$ cat src/rtl/icache_refill_unit.sv
// icache_refill_unit: fetches one cache line word-by-word from the memory bus on an icache miss
// and hands each word to the fetch unit as a one-cycle word_ready pulse.
module icache_refill_unit #(
    parameter int ADDR_W     = 32,
    parameter int WORD_W     = 32,
    parameter int LINE_WORDS = 4
) (
    input  logic              clk,
    input  logic              nrst,
    input  logic              miss_cache,
    input  logic [ADDR_W-1:0] ram_address,
    output logic [WORD_W-1:0] mem_word,
    output logic              word_ready,
    output logic              bus_req,
    output logic [ADDR_W-1:0] bus_addr,
    input  logic              bus_gnt,
    input  logic              bus_rvalid,
    input  logic [WORD_W-1:0] bus_rdata,
    output logic              busy
);
    localparam int CW = $clog2(LINE_WORDS);
    localparam int OFF = CW + 2;
    localparam logic [ADDR_W-1:0] LINE_MASK = ADDR_W'((1 << OFF) - 1);
    localparam logic [CW-1:0] LAST = CW'(LINE_WORDS - 1);

    typedef enum logic [1:0] {S_IDLE, S_REQ, S_WAIT, S_DONE} state_t;

    state_t            state_q, state_d;
    logic [ADDR_W-1:0] base_q, base_d;
    logic [CW-1:0]     cnt_q, cnt_d;
    logic [WORD_W-1:0] mem_word_q, mem_word_d;
    logic              word_ready_q, word_ready_d;

    always_ff @(posedge clk) begin
        if (!nrst) begin
            state_q      <= S_IDLE;
            base_q       <= '0;
            cnt_q        <= '0;
            mem_word_q   <= '0;
            word_ready_q <= 1'b0;
        end else begin
            state_q      <= state_d;
            base_q       <= base_d;
            cnt_q        <= cnt_d;
            mem_word_q   <= mem_word_d;
            word_ready_q <= word_ready_d;
        end
    end

    always_comb begin
        state_d      = state_q;
        base_d       = base_q;
        cnt_d        = cnt_q;
        mem_word_d   = mem_word_q;
        word_ready_d = 1'b0;
        case (state_q)
            S_IDLE: if (miss_cache) begin
                base_d  = ram_address & ~LINE_MASK;
                cnt_d   = '0;
                state_d = S_REQ;
            end
            S_REQ: state_d = bus_gnt ? S_WAIT : (miss_cache ? S_REQ : S_IDLE);
            // An aborted refill still drains its outstanding beat, but silently.
            S_WAIT: if (bus_rvalid) begin
                if (!miss_cache) state_d = S_IDLE;
                else begin
                    mem_word_d   = bus_rdata;
                    word_ready_d = 1'b1;
                    cnt_d        = cnt_q + CW'(1);
                    state_d      = (cnt_q == LAST) ? S_DONE : S_REQ;
                end
            end
            S_DONE: state_d = miss_cache ? S_DONE : S_IDLE;
            default: state_d = S_IDLE;
        endcase
    end

    assign bus_addr   = base_q | ADDR_W'({cnt_q, 2'b00});
    assign bus_req    = (state_q == S_REQ);
    assign busy       = (state_q != S_IDLE);
    assign mem_word   = mem_word_q;
    assign word_ready = word_ready_q;
endmodule
$ cat config.mk
export PLATFORM = sky130hd
export DESIGN_NAME = icache_refill_unit
export DESIGN_NICKNAME = d
export VERILOG_FILES = /design/src/rtl/icache_refill_unit.sv
export SDC_FILE = /design/constraint.sdc
export NUM_CORES = 1
export LEC_CHECK = 0
export CORE_MARGIN = 10
export CORE_UTILIZATION = 40
export CTS_BUF_LIST = sky130_fd_sc_hd__clkbuf_8
export DETAILED_ROUTE_END_ITERATION = 7
export PLACE_DENSITY = 0.87
export RECOVER_POWER = 50
export SLEW_MARGIN = 10
export SYNTH_ARGS = -nofsm -noshare
export SYNTH_HDL_FRONTEND = slang
export SYNTH_SLANG_ARGS = --single-unit
$ cat constraint.sdc
create_clock -name clk -period 1.8 [get_ports clk]
set_input_delay 0.36 -clock clk [delete_from_list [all_inputs] [get_ports clk]]
set_output_delay 0.36 -clock clk [all_outputs]
set_load 0.02 [all_outputs]
[Word level (Yosys, flattened, before mapping)]
Index checks and enable logic that the tools add are counted.
Operators by class
  add/subtract/negate cells: 1
  bitwise logic cells: 1
  muxes and demuxes: 13
  equal/unequal tests: 7
  reduce and logical (&&, ||, !) cells: 8
Operators with widths (number)
  $or A32 B4 Y32: 1
  $mux W2: 9
  $pmux W2 S4: 1
  $eq A2 B2 Y1 const B: 3
  $ne A2 B2 Y1 const B: 3
  $reduce_and A3 Y1: 2
  $pmux W2 S2: 1
  $reduce_and A2 Y1: 2
  $reduce_and A4 Y1: 1
  $reduce_bool A2 Y1: 2
  $add A2 B1 Y2 const B: 1
  $eq A2 B1 Y1 const B: 1
  $logic_not A2 Y1: 1
  $mux W1: 2
Storage, ports and cells
  flip-flop bits (word level): 65

[Depth between registers and ports, before layout]
  depth after elaboration: 5
  gate-level depth with buffers: 5

[Worst setup path before layout]
Ideal clock, no wire load.
  path type: register to register
  from: reg state_q[1]
  to: reg base_q[19]
  data arrival time: 1.132 ns
  clock period less this slack: 1.260 ns
  data required time: 1.672 ns
  path slack: 0.540 ns
  stages on the path, launching flop included: 6
  cell sequence: dfxtp_1 or3b_1 buf_6 buf_6 nand3_2 o21ai_1
Between the ends
  word-level cells in the longest chain between the ends: 2
RTL lines
  start, declared: RTL line 28  | state_t state_q, state_d;
  start signal, assigned: RTL line 42  | state_q <= state_d;
  $logic_not A2 Y1: RTL line 56  | case (state_q)
  $reduce_and A2 Y1 (no source line)
  end signal, assigned: RTL line 43  | base_q <= base_d;
  end, declared: RTL line 29  | logic [ADDR_W-1:0] base_q, base_d;
No other way between the ends.
A chain may end at the register's enable or synchronous reset.

[Worst setup path in the final report]
  from: reg cnt_q[0]
  to: out bus_addr[2]
Between the ends
  word-level cells in the longest chain between the ends: 1
RTL lines
  start, declared: RTL line 30  | logic [CW-1:0] cnt_q, cnt_d;
  start signal, assigned: RTL line 44  | cnt_q <= cnt_d;
  $or A32 B4 Y32: RTL line 78  | assign bus_addr = base_q | ADDR_W'({cnt_q, 2'b00});
  end, declared: RTL line 15  | output logic [ADDR_W-1:0] bus_addr,
No other way between the ends.

==> flow_metrics.tcl <==
set metrics [dict create \
    outcome "completed" \
    cts_setup_buffers 0 \
    use_met2 0.241 \
    fmax_mhz 593 \
    pwr_density_cell_nw_per_um2 780 \
    grt_first_pass_wirelength_mm 11.5 \
    synth_seq_cells 65 \
    ios 136 \
    synth_compound_area_frac 0.159 \
    cts-root-buf "clkbuf_8" \
    antenna_found_initial 0 \
    cts_sinks 65 \
    vias 2354 \
    critical_path.top_delay_family "buffers and inverters" \
    dieArea_um2 10100 \
    ir_drop_v 0.000509 \
    slowest_delay_ns 0.64 \
    min_period_ns 1.69 \
    nNetsFinal 484 \
    synth_fa_ha_area_frac 0.00484 \
    first_iter_violations 99 \
    slowest_stage "clkdlybuf4s50_1" \
    clockBufferDepth 2 \
    p_leak_nw 1.49 \
    hold_viol_final 0 \
    clkSlewWorstSetupHoldPaths_ns 0.07 \
    synth-xor-area-share 0 \
    critPathCaptureType "output port" \
    place_congestion 0.730 \
    grt-ovfl-total 0 \
    min-delay-path-class "reg -> reg" \
    rsz0062_at_grt "no" \
    grt_pass1_vias 2277 \
    area_growth_pct 52.6 \
    avgRoutedWirePerCell_um 14.7 \
    cap_violations 0 \
    rrSetupSlack_ns 0.38 \
    rows 29 \
    synthCells 295 \
    grt_util_met1 0.147 \
    maxSlewViolCount 0 \
    cts_tree "done" \
    diodes 0 \
    cts_inserted_buffers 9 \
    mostFrequentLayoutCell "clkdlybuf4s50_1" \
    die_w_um 100 \
    cts_hold_buffers 0 \
    start_util 0.409 \
    clock_insertion_delay_worst_skew_ns 0.32 \
    hpwl_mm 5.47 \
    cp.arrival_ns 1.33 \
    first_pass_iters 4 \
    synthSimpleGateAreaFrac 0.259 \
    die_h_um 100 \
    crit_fanout 4 \
    grt_busiest_layer "met2" \
    start_kind "flop" \
    setup_viol 0 \
    core_um2 6310 \
    synth_mux_area_frac 0 \
    crit_chain "clkdlybuf4s50_1" \
    worst-path-buf-inv 1 \
    syn-cell-area_um2 2580 \
    grt_start_max_net_pins 85 \
    synth-seq-area-share 0.503 \
    utilization 0.625 \
    met3_usage 0.0591 \
    finalSetupTns_ns 0 \
    path_class "reg -> out" \
    finalCritPeriodShare 0.937 \
    fin_skew_ns 0.00779 \
    holdWs_ns 0.460 \
    required_ns 1.44 \
    cts_resized 2 \
    drive_gt1_frac 0.0835 \
    htree_levels 3 \
    port_buffers 129 \
    drc 0 \
    final_cell_mix "clkdlybuf4s50_1, dfxtp_1, nand2_1" \
    totalWireLength_mm 7.30 \
    yosysWarnings 0 \
    ys_types 28 \
    antenna_left 0 \
    grt_use_total 0.141 \
    avgSynthCellArea_um2 8.76 \
    viasPerCell 4.75 \
    synth_top_family_by_area "simple AND/OR/NAND/NOR gates" \
]
## Yosys cell counts
library cell,number,area share
buf_4,2,0.0058
nand3_1,45,0.087
and2b_1,1,0.0029
or2b_1,1,0.0029
or3b_1,1,0.0034
o21ai_1,10,0.019
nand3_2,15,0.058
and3_1,1,0.0024
nor2_1,2,0.0029
or2_1,1,0.0024
conb_1,1,0.0015
nor2b_1,1,0.0024
a21oi_1,2,0.0039
dfxtp_1,65,0.50
inv_1,1,0.0015
buf_12,2,0.015
o21ai_0,34,0.066
or2_2,1,0.0024
a22oi_1,1,0.0029
nand4b_1,1,0.0034
o211ai_1,2,0.0058
ha_1,1,0.0048
nand2_1,61,0.089
clkbuf_1,10,0.015
buf_2,10,0.019
o21ai_2,18,0.061
buf_6,3,0.013
buf_1,2,0.0029
## per-layer routing
layer,vias up,wire (um)
met3,11,634
met2,70,3660
met5,-,0
met4,0,117
li1,1237,-
met1,1036,2890
## worst paths after layout
check / startpoint / endpoint / depth (start not counted)
max: cnt_q[0]$_SDFFE_PN0P_ / bus_addr[2] / 1
min: base_q[29]$_SDFFE_PN0P_ / base_q[29]$_SDFFE_PN0P_ / 2
max reg2reg: state_q[1]$_SDFFE_PN0P_ / base_q[4]$_SDFFE_PN0P_ / 4
min reg2reg: base_q[29]$_SDFFE_PN0P_ / base_q[29]$_SDFFE_PN0P_ / 2
## metrics by stage
stage	setup WS [ns]	std cells	power [W]	cell area (um2)
after floorplan	0.540	296	0.00180	2590
after global placement	-0.0559	480	0.00204	3880
after detailed placement	-0.0780	480	0.00206	3880
after CTS	0.0892	496	0.00315	4050
after global routing	0.0581	496	0.00322	3950
final	0.114	496	0.00308	3950
## cell type report
class,instances,area (um2)
clock buffer,11,151
clock inverter,5,23.8
fill,569,2370
inverter,1,3.75
multi-input combinational,201,1010
sequential,65,1300
tap,77,96.3
timing repair buffer,136,1360
## sequential cells by signal (all words and copies together) (netlist names)
name,flops
mem_word,32
base_q,28
cnt_q,2
state_q,2
word_ready,1
## where the power goes
part	switching, W	internal, W
Clock	0.000527	0.000559
Sequential	0.0000266	0.00149
Combinational	0.000224	0.000254
## tightest hold or removal path: stages (launching register included)
cell,delay [ns]
dfxtp_1,0.32
nand3_2,0.06
o21ai_2,0.04
## cell families (layout without fill, tap and decap cells)
group | Yosys count | in the layout
and+or+nand+nor | 131 | 131
AOI/OAI and AO/OA | 67 | 67
DFF | 65 | 65
buffers and inverters | 30 | 153
adders and majority gates | 1 | 1
other | 1 | 2
No activity file was read; power rests on OpenSTA's default activity.
